## src/rtl/fft_frame_ctrl.sv

```systemverilog
// -----------------------------------------------------------------------------
// fft_frame_ctrl
//
// Frame sequencer for a parallel N-point FFT datapath. Serial real samples are
// collected into an input frame buffer that drives the FFT's packed input bus.
// When the frame is complete a one-cycle fft_start is issued. After FFT_LAT
// edges the N complex bins are captured into an output buffer and streamed out
// one bin per handshake.
//
// Handshakes (both streams): a transfer happens on a rising clk edge where
// valid && ready are both high. The producer holds data stable while valid is
// high and ready is low. Neither valid depends combinationally on its ready.
//
// Ports:
//   clk, rst_n        clock, synchronous active-low reset
//   s_valid/s_ready   input sample stream, s_data = real sample
//   fft_start         one-cycle start pulse to the FFT datapath
//   fft_data_in       packed frame, sample k at [(N-k)*WIDTH-1 -: WIDTH]
//   fft_out_real/imag FFT bins, bin i at [(N-i)*WIDTH-1 -: WIDTH]
//   m_valid/m_ready   output bin stream: m_real, m_imag, m_index, m_last
//   busy              any sample or frame in flight
//   frame_cnt         frames fully drained, wraps at 2^16
// -----------------------------------------------------------------------------
module fft_frame_ctrl #(
    parameter int N       = 32,
    parameter int WIDTH   = 16,
    parameter int FFT_LAT = 6
) (
    input  logic                   clk,
    input  logic                   rst_n,
    input  logic                   s_valid,
    input  logic [WIDTH-1:0]       s_data,
    output logic                   s_ready,
    output logic                   fft_start,
    output logic [N*WIDTH-1:0]     fft_data_in,
    input  logic [N*WIDTH-1:0]     fft_out_real,
    input  logic [N*WIDTH-1:0]     fft_out_imag,
    output logic                   m_valid,
    input  logic                   m_ready,
    output logic [WIDTH-1:0]       m_real,
    output logic [WIDTH-1:0]       m_imag,
    output logic [$clog2(N)-1:0]   m_index,
    output logic                   m_last,
    output logic                   busy,
    output logic [15:0]            frame_cnt
);

    localparam int IW = $clog2(N);
    localparam int LW = (FFT_LAT > 1) ? $clog2(FFT_LAT) : 1;
    localparam logic [IW:0]   FILL_FULL = (IW+1)'(N);
    localparam logic [IW-1:0] IDX_LAST  = IW'(N - 1);
    localparam logic [LW-1:0] LAT_INIT  = LW'(FFT_LAT - 1);

    typedef enum logic [1:0] {C_IDLE, C_WAIT, C_HOLD} cstate_t;
    typedef enum logic       {O_EMPTY, O_DRAIN}       ostate_t;

    logic [IW:0]      r_fill_cnt;
    logic [WIDTH-1:0] r_in_buf  [N];
    logic [WIDTH-1:0] r_out_re  [N];
    logic [WIDTH-1:0] r_out_im  [N];
    cstate_t          r_cstate;
    ostate_t          r_ostate;
    logic [LW-1:0]    r_lat_cnt;
    logic [IW-1:0]    r_idx;
    logic [15:0]      r_frame_cnt;

    logic w_s_ready;
    logic w_accept;
    logic w_start;
    logic w_capture;
    logic w_hs;
    logic w_hs_last;

    assign w_s_ready = (r_fill_cnt < FILL_FULL);
    assign w_accept  = s_valid && w_s_ready;
    // Start is decoded from registered state only, so it is high for exactly
    // the one cycle between "frame full" and the edge that clears fill_cnt.
    assign w_start   = (r_cstate == C_IDLE) && (r_fill_cnt == FILL_FULL);
    // Capture only into an empty output buffer; the FFT outputs stay valid
    // while parked in C_HOLD because no new start is issued outside C_IDLE.
    assign w_capture = (r_ostate == O_EMPTY) &&
                       (((r_cstate == C_WAIT) && (r_lat_cnt == '0)) ||
                        (r_cstate == C_HOLD));
    assign w_hs      = (r_ostate == O_DRAIN) && m_ready;
    assign w_hs_last = w_hs && (r_idx == IDX_LAST);

    // ---------------------------------------------------------------- fill
    // The FFT registers its input on the start edge, so the buffer may be
    // refilled from the very next cycle.
    always_ff @(posedge clk) begin
        if (!rst_n) begin
            r_fill_cnt <= '0;
            for (int i = 0; i < N; i++) begin
                r_in_buf[i] <= '0;
            end
        end else if (w_start) begin
            r_fill_cnt <= '0;
        end else if (w_accept) begin
            r_in_buf[r_fill_cnt[IW-1:0]] <= s_data;
            r_fill_cnt <= r_fill_cnt + (IW+1)'(1);
        end
    end

    for (genvar k = 0; k < N; k++) begin : g_pack
        assign fft_data_in[(N-k)*WIDTH-1 -: WIDTH] = r_in_buf[k];
    end

    // ------------------------------------------------------- compute FSM
    always_ff @(posedge clk) begin
        if (!rst_n) begin
            r_cstate  <= C_IDLE;
            r_lat_cnt <= '0;
        end else begin
            case (r_cstate)
                C_IDLE: begin
                    if (w_start) begin
                        r_cstate  <= C_WAIT;
                        r_lat_cnt <= LAT_INIT;
                    end
                end
                C_WAIT: begin
                    if (r_lat_cnt == '0) begin
                        r_cstate <= (r_ostate == O_EMPTY) ? C_IDLE : C_HOLD;
                    end else begin
                        r_lat_cnt <= r_lat_cnt - LW'(1);
                    end
                end
                C_HOLD: begin
                    if (r_ostate == O_EMPTY) begin
                        r_cstate <= C_IDLE;
                    end
                end
                default: r_cstate <= C_IDLE;
            endcase
        end
    end

    // -------------------------------------------------------- output FSM
    // Capture only happens in O_EMPTY and handshakes only in O_DRAIN, so the
    // two branches below are mutually exclusive.
    always_ff @(posedge clk) begin
        if (!rst_n) begin
            r_ostate    <= O_EMPTY;
            r_idx       <= '0;
            r_frame_cnt <= '0;
            for (int i = 0; i < N; i++) begin
                r_out_re[i] <= '0;
                r_out_im[i] <= '0;
            end
        end else begin
            case (r_ostate)
                O_EMPTY: begin
                    if (w_capture) begin
                        for (int i = 0; i < N; i++) begin
                            r_out_re[i] <= fft_out_real[(N-i)*WIDTH-1 -: WIDTH];
                            r_out_im[i] <= fft_out_imag[(N-i)*WIDTH-1 -: WIDTH];
                        end
                        r_idx    <= '0;
                        r_ostate <= O_DRAIN;
                    end
                end
                O_DRAIN: begin
                    if (w_hs_last) begin
                        // idx stays at N-1 so the last bin remains visible.
                        r_ostate    <= O_EMPTY;
                        r_frame_cnt <= r_frame_cnt + 16'd1;
                    end else if (w_hs) begin
                        r_idx <= r_idx + IW'(1);
                    end
                end
                default: r_ostate <= O_EMPTY;
            endcase
        end
    end

    // ----------------------------------------------------------- outputs
    // Data outputs read the output buffer at idx; since neither changes in
    // O_EMPTY, the last bin's values hold after the frame drains.
    assign s_ready   = w_s_ready;
    assign fft_start = w_start;
    assign m_valid   = (r_ostate == O_DRAIN);
    assign m_real    = r_out_re[r_idx];
    assign m_imag    = r_out_im[r_idx];
    assign m_index   = r_idx;
    assign m_last    = (r_ostate == O_DRAIN) && (r_idx == IDX_LAST);
    assign busy      = (r_fill_cnt != '0) || (r_cstate != C_IDLE) ||
                       (r_ostate != O_EMPTY);
    assign frame_cnt = r_frame_cnt;

endmodule

```

## config.mk

```make
export PLATFORM = sky130hd
export DESIGN_NAME = fft_frame_ctrl
export DESIGN_NICKNAME = d
export VERILOG_FILES = /design/src/rtl/fft_frame_ctrl.sv
export SDC_FILE = /design/constraint.sdc
export NUM_CORES = 2
export LEC_CHECK = 0
export BUFFER_PORTS_ARGS = -buffer_cell sky130_fd_sc_hd__buf_4
export CAP_MARGIN = 20
export CORE_AREA = 2 2 620 622
export DETAILED_ROUTE_END_ITERATION = 10
export DIE_AREA = 0 0 622 624
export GPL_TIMING_DRIVEN = 0
export HOLD_SLACK_MARGIN = 0.08
export PLACE_DENSITY = 0.42
export SLEW_MARGIN = 25
export SYNTH_ARGS = -nofsm -noshare
export SYNTH_HDL_FRONTEND = slang
export SYNTH_SLANG_ARGS = --single-unit
```

## constraint.sdc

```tcl
create_clock -name clk -period 82.9 [get_ports clk]
set_input_delay 16.58 -clock clk [delete_from_list [all_inputs] [get_ports clk]]
set_output_delay 16.58 -clock clk [all_outputs]
set_load 0.02 [all_outputs]
```

==> run_results.csv <==
group,metric,value,unit
status,outcome,"finished clean",
sta,finClkSkew,0.116,ns
worst_setup_path,arrival,5.58,ns
cells_and_area,final_common_cell,"buf_4",
sta,drv_slew,0,
route,drc,0,
worst_setup_path,path_cells,"buf_2, buf_4, buf_2, buf_2, mux2i_1, nand2_1, a31oi_1, nand3_1, buf_4",
power_and_ir_drop,power_leakage,37.4,nW
cts,cts_root_buf,"clkbuf_16",
cts,cts_resized,0,
hold_path,hold_path.class,"reg2reg",
logic_synthesis,yosysTopAreaCell,"edfxtp_1",
logic_synthesis,ys.flop_type,"edfxtp_1",
route,vias,49497,
job,maxCapViolations,0,
logic_synthesis,yosysUniqueCellTypes,45,
cells_and_area,final_cells,11915,
worst_setup_path,crit_family,"buffers and inverters",
power_and_ir_drop,power.density_cell_area,20.4,nW/um2
logic_synthesis,syn_inst,4768,
route,ant_nets,0,
floorplanning,die_x,622,um
worst_setup_path,critPathMaxStageDelay,0.81,ns
logic_synthesis,synthArstFlopShare,0,
logic_synthesis,yosysWarnings,0,
cells_and_area,areaGrowthSynthToFinish,39.6,%
grt,grt_pass1_wl,506000,um
worst_setup_path,crit_buf_inv,5,
cts,clkSlewWorstSetupHoldPaths,0.06,ns
cells_and_area,fin_area,94500,um2
power_and_ir_drop,total_power,1.93,mW
sta,slew_headroom,0.225,
grt,grt.overflow.total,0,
worst_setup_path,endpoint_kind,"output pin",
cells_and_area,most-common-layout-cells,"buf_4, edfxtp_1, and2_1",
logic_synthesis,avgSynthCellArea,14.2,um2
grt,grt_max_degree,54,
cells_and_area,nets,7712,
route,wl_per_cell,33.5,um
worst_setup_path,crit_top_cell,"buf_2",
placed_design,postPlaceCellArea,88100,um2
sta,tightest_slew,1.16,ns
cts,htree_levels,4,
logic_synthesis,netlist_area,67700,um2
logic_synthesis,synth-seq-cells,1574,
cts,cts_buffers,195,
placed_design,place.port_buffers,1613,
route,first_iter_violations,4637,
grt,grt_pass1_vias,50312,
sta,finalCriticalPeriod,22.16,ns
sta,min_period_over_period,0.267,
cts,insertion_delay,0.92,ns
placed_design,place_inst,11500,
worst_setup_path,worstSetupStartpointType,"flop",
cells_and_area,drive_gt1_frac,0.327,
floorplanning,die_area,388000,um2
route,dr.pass1.iters,5,
cts,post_cts_buffers,0,
cts,cts_sinks,1574,
cts,clock_path_buffers,4,
route,wirelength,399000,um
worst_setup_path,r2r_slack,77.73,ns
floorplanning,rows,227,
worst_setup_path,r2r_end,"r_out_im[28][13]$_SDFFCE_PN0P_",
placed_design,dpl.hpwl,328000,um
worst_setup_path,critPathCapture,"m_imag[2]",
cells_and_area,nFillCells,40266,
cts,cts_tree,"built",
placed_design,gp_congestion,0.871,
worst_setup_path,timing_worst_setup_path_type,"reg2out",
sta,setup_violations,0,
sta,timing.fmax,45.1,MHz
floorplanning,core,381000,um2
logic_synthesis,synth-seq-area-share,0.693,
power_and_ir_drop,ir_drop,0.0000153,V
logic_synthesis,synth_enable_flop_cells,1536,
worst_setup_path,crit_fanout,11,
sta,finalHoldViolations,0,
grt,antenna_found_initial,150,
floorplanning,die_y,624,um
cts,holdBufCountCts,0,
worst_setup_path,reg2reg_depth,15,
grt,track_usage,0.197,
route,via_per_inst,4.15,
floorplanning,ios,1614,
worst_setup_path,crit_slowest_cell,"mux2i_1",
worst_setup_path,crit_cells,9,
worst_setup_path,reg2reg_from,"r_lat_cnt[0]$_SDFFE_PN0P_",
logic_synthesis,netlist_top_cells_area,"edfxtp_1, and2_1, mux2i_1",
worst_setup_path,cp.required,66.32,ns
sta,fin_setup_tns,0,ns
sta,rsz0062_at_grt,"false",
logic_synthesis,syn-num-nets,5821,
floorplanning,initial_core_util,0.178,
logic_synthesis,synth_top_area_share,0.681,
-- state kept, by name, summed over array words and instances (netlist names), named ones only --
register	count
r_out_im	512
r_in_buf	512
r_lat_cnt	3
r_cstate	2
m_index	5
r_fill_cnt	6
frame_cnt	16
r_out_re	512
m_valid	1
-- per-stage QoR --
step	util	hold WS (ns)	worst slack, ns
6_report	0.248	0.480	60.74
5_1_grt	0.248	0.511	60.70
4_1_cts	0.247	0.476	60.65
3_5_place_dp	0.231	0.468	61.63
3_3_place_gp	0.226	0.466	12.83
2_1_floorplan	-	0.445	36.54
-- final cells by class --
class                      instances  area [um2]  share of cell area
sequential                      1574       46900               0.496
multi-input combinational       2781       19300               0.205
timing repair buffer            1694       13700               0.145
tap                             5038        6300              0.0667
clock buffer                     231        5010              0.0531
buffer                           403        1830              0.0193
clock inverter                   112        1160              0.0123
antenna                           72         180             0.00191
inverter                          10        37.5            0.000397
-- cell families (layout without fill, tap and decap cells) --
| group | Yosys count | count (layout) | synth area share |
|---|---|---|---|
| simple gates | 1901 | 1901 | 0.168 |
| flops | 1574 | 1574 | 0.693 |
| mux | 513 | 513 | 0.0759 |
| buf+inv | 413 | 2450 | 0.0265 |
| compound gates | 337 | 337 | 0.0327 |
| xor+xnor | 21 | 21 | 0.00272 |
| fa+ha+maj | 9 | 9 | 0.00166 |
| other cells | 0 | 72 | 0 |
-- power breakdown --
part | switching, mW | internal, mW
registers | 0.0106 | 0.906
logic | 0.0938 | 0.0645
clock network | 0.373 | 0.480
total | 0.478 | 1.45
-- Yosys cell counts, drive strengths merged, types with 2 or more instances --
cell type	count
or3	2
nor2	66
nand2b	5
nor2b	3
a21oi	108
dfxtp	38
inv	10
nand4	9
mux2i	513
nor3	35
nor4	3
and3	579
nand2	116
buf	100
a31oi	33
a22oi	96
ha	9
or3b	2
clkbuf	303
o21ai	33
and2	963
edfxtp	1536
or2	3
nand3	109
a22o	64
xor2	13
xnor2	8
nand3b	3
-- worst min-delay path by stage --
| stage | slack, ns | depth (start not counted) | endpoint | start |
|---|---|---|---|---|
| 2_1_floorplan | 0.45 | 2 | r_lat_cnt[0]$_SDFFE_PN0P_ | r_lat_cnt[0]$_SDFFE_PN0P_ |
| 3_3_place_gp | 0.47 | 2 | r_lat_cnt[0]$_SDFFE_PN0P_ | r_lat_cnt[0]$_SDFFE_PN0P_ |
| 3_5_place_dp | 0.47 | 2 | r_lat_cnt[0]$_SDFFE_PN0P_ | r_lat_cnt[0]$_SDFFE_PN0P_ |
| 4_1_cts | 0.48 | 2 | r_lat_cnt[0]$_SDFFE_PN0P_ | r_lat_cnt[0]$_SDFFE_PN0P_ |
| 5_1_grt | 0.51 | 2 | r_lat_cnt[0]$_SDFFE_PN0P_ | r_lat_cnt[0]$_SDFFE_PN0P_ |
| 6_report | 0.48 | 2 | r_lat_cnt[0]$_SDFFE_PN0P_ | r_lat_cnt[0]$_SDFFE_PN0P_ |
-- worst reg2reg max path: stages, from the launching register on --
cell	delay (ns)
dfxtp_1	0.32
inv_1	0.08
ha_1	0.17
nand4bb_1	0.13
a21oi_1	0.69
nand2b_1	0.19
clkbuf_4	0.54
buf_16	0.36
buf_12	0.28
buf_12	0.28
buf_16	0.30
buf_12	0.29
buf_16	0.29
buf_12	0.30
buf_16	0.31
buf_16	0.31
-- per-layer routing --
metal | vias to the layer above | track usage | share of wire | wire (um)
met5 | - | 0 | 0.00032 | 129
met4 | 22 | 0.0593 | 0.030 | 11800
met3 | 459 | 0.0448 | 0.067 | 26800
met2 | 2073 | 0.384 | 0.55 | 221000
met1 | 25494 | 0.208 | 0.35 | 139000
li1 | 21449 | - | - | -
Note: power is estimated with default switching activity, not from simulation.
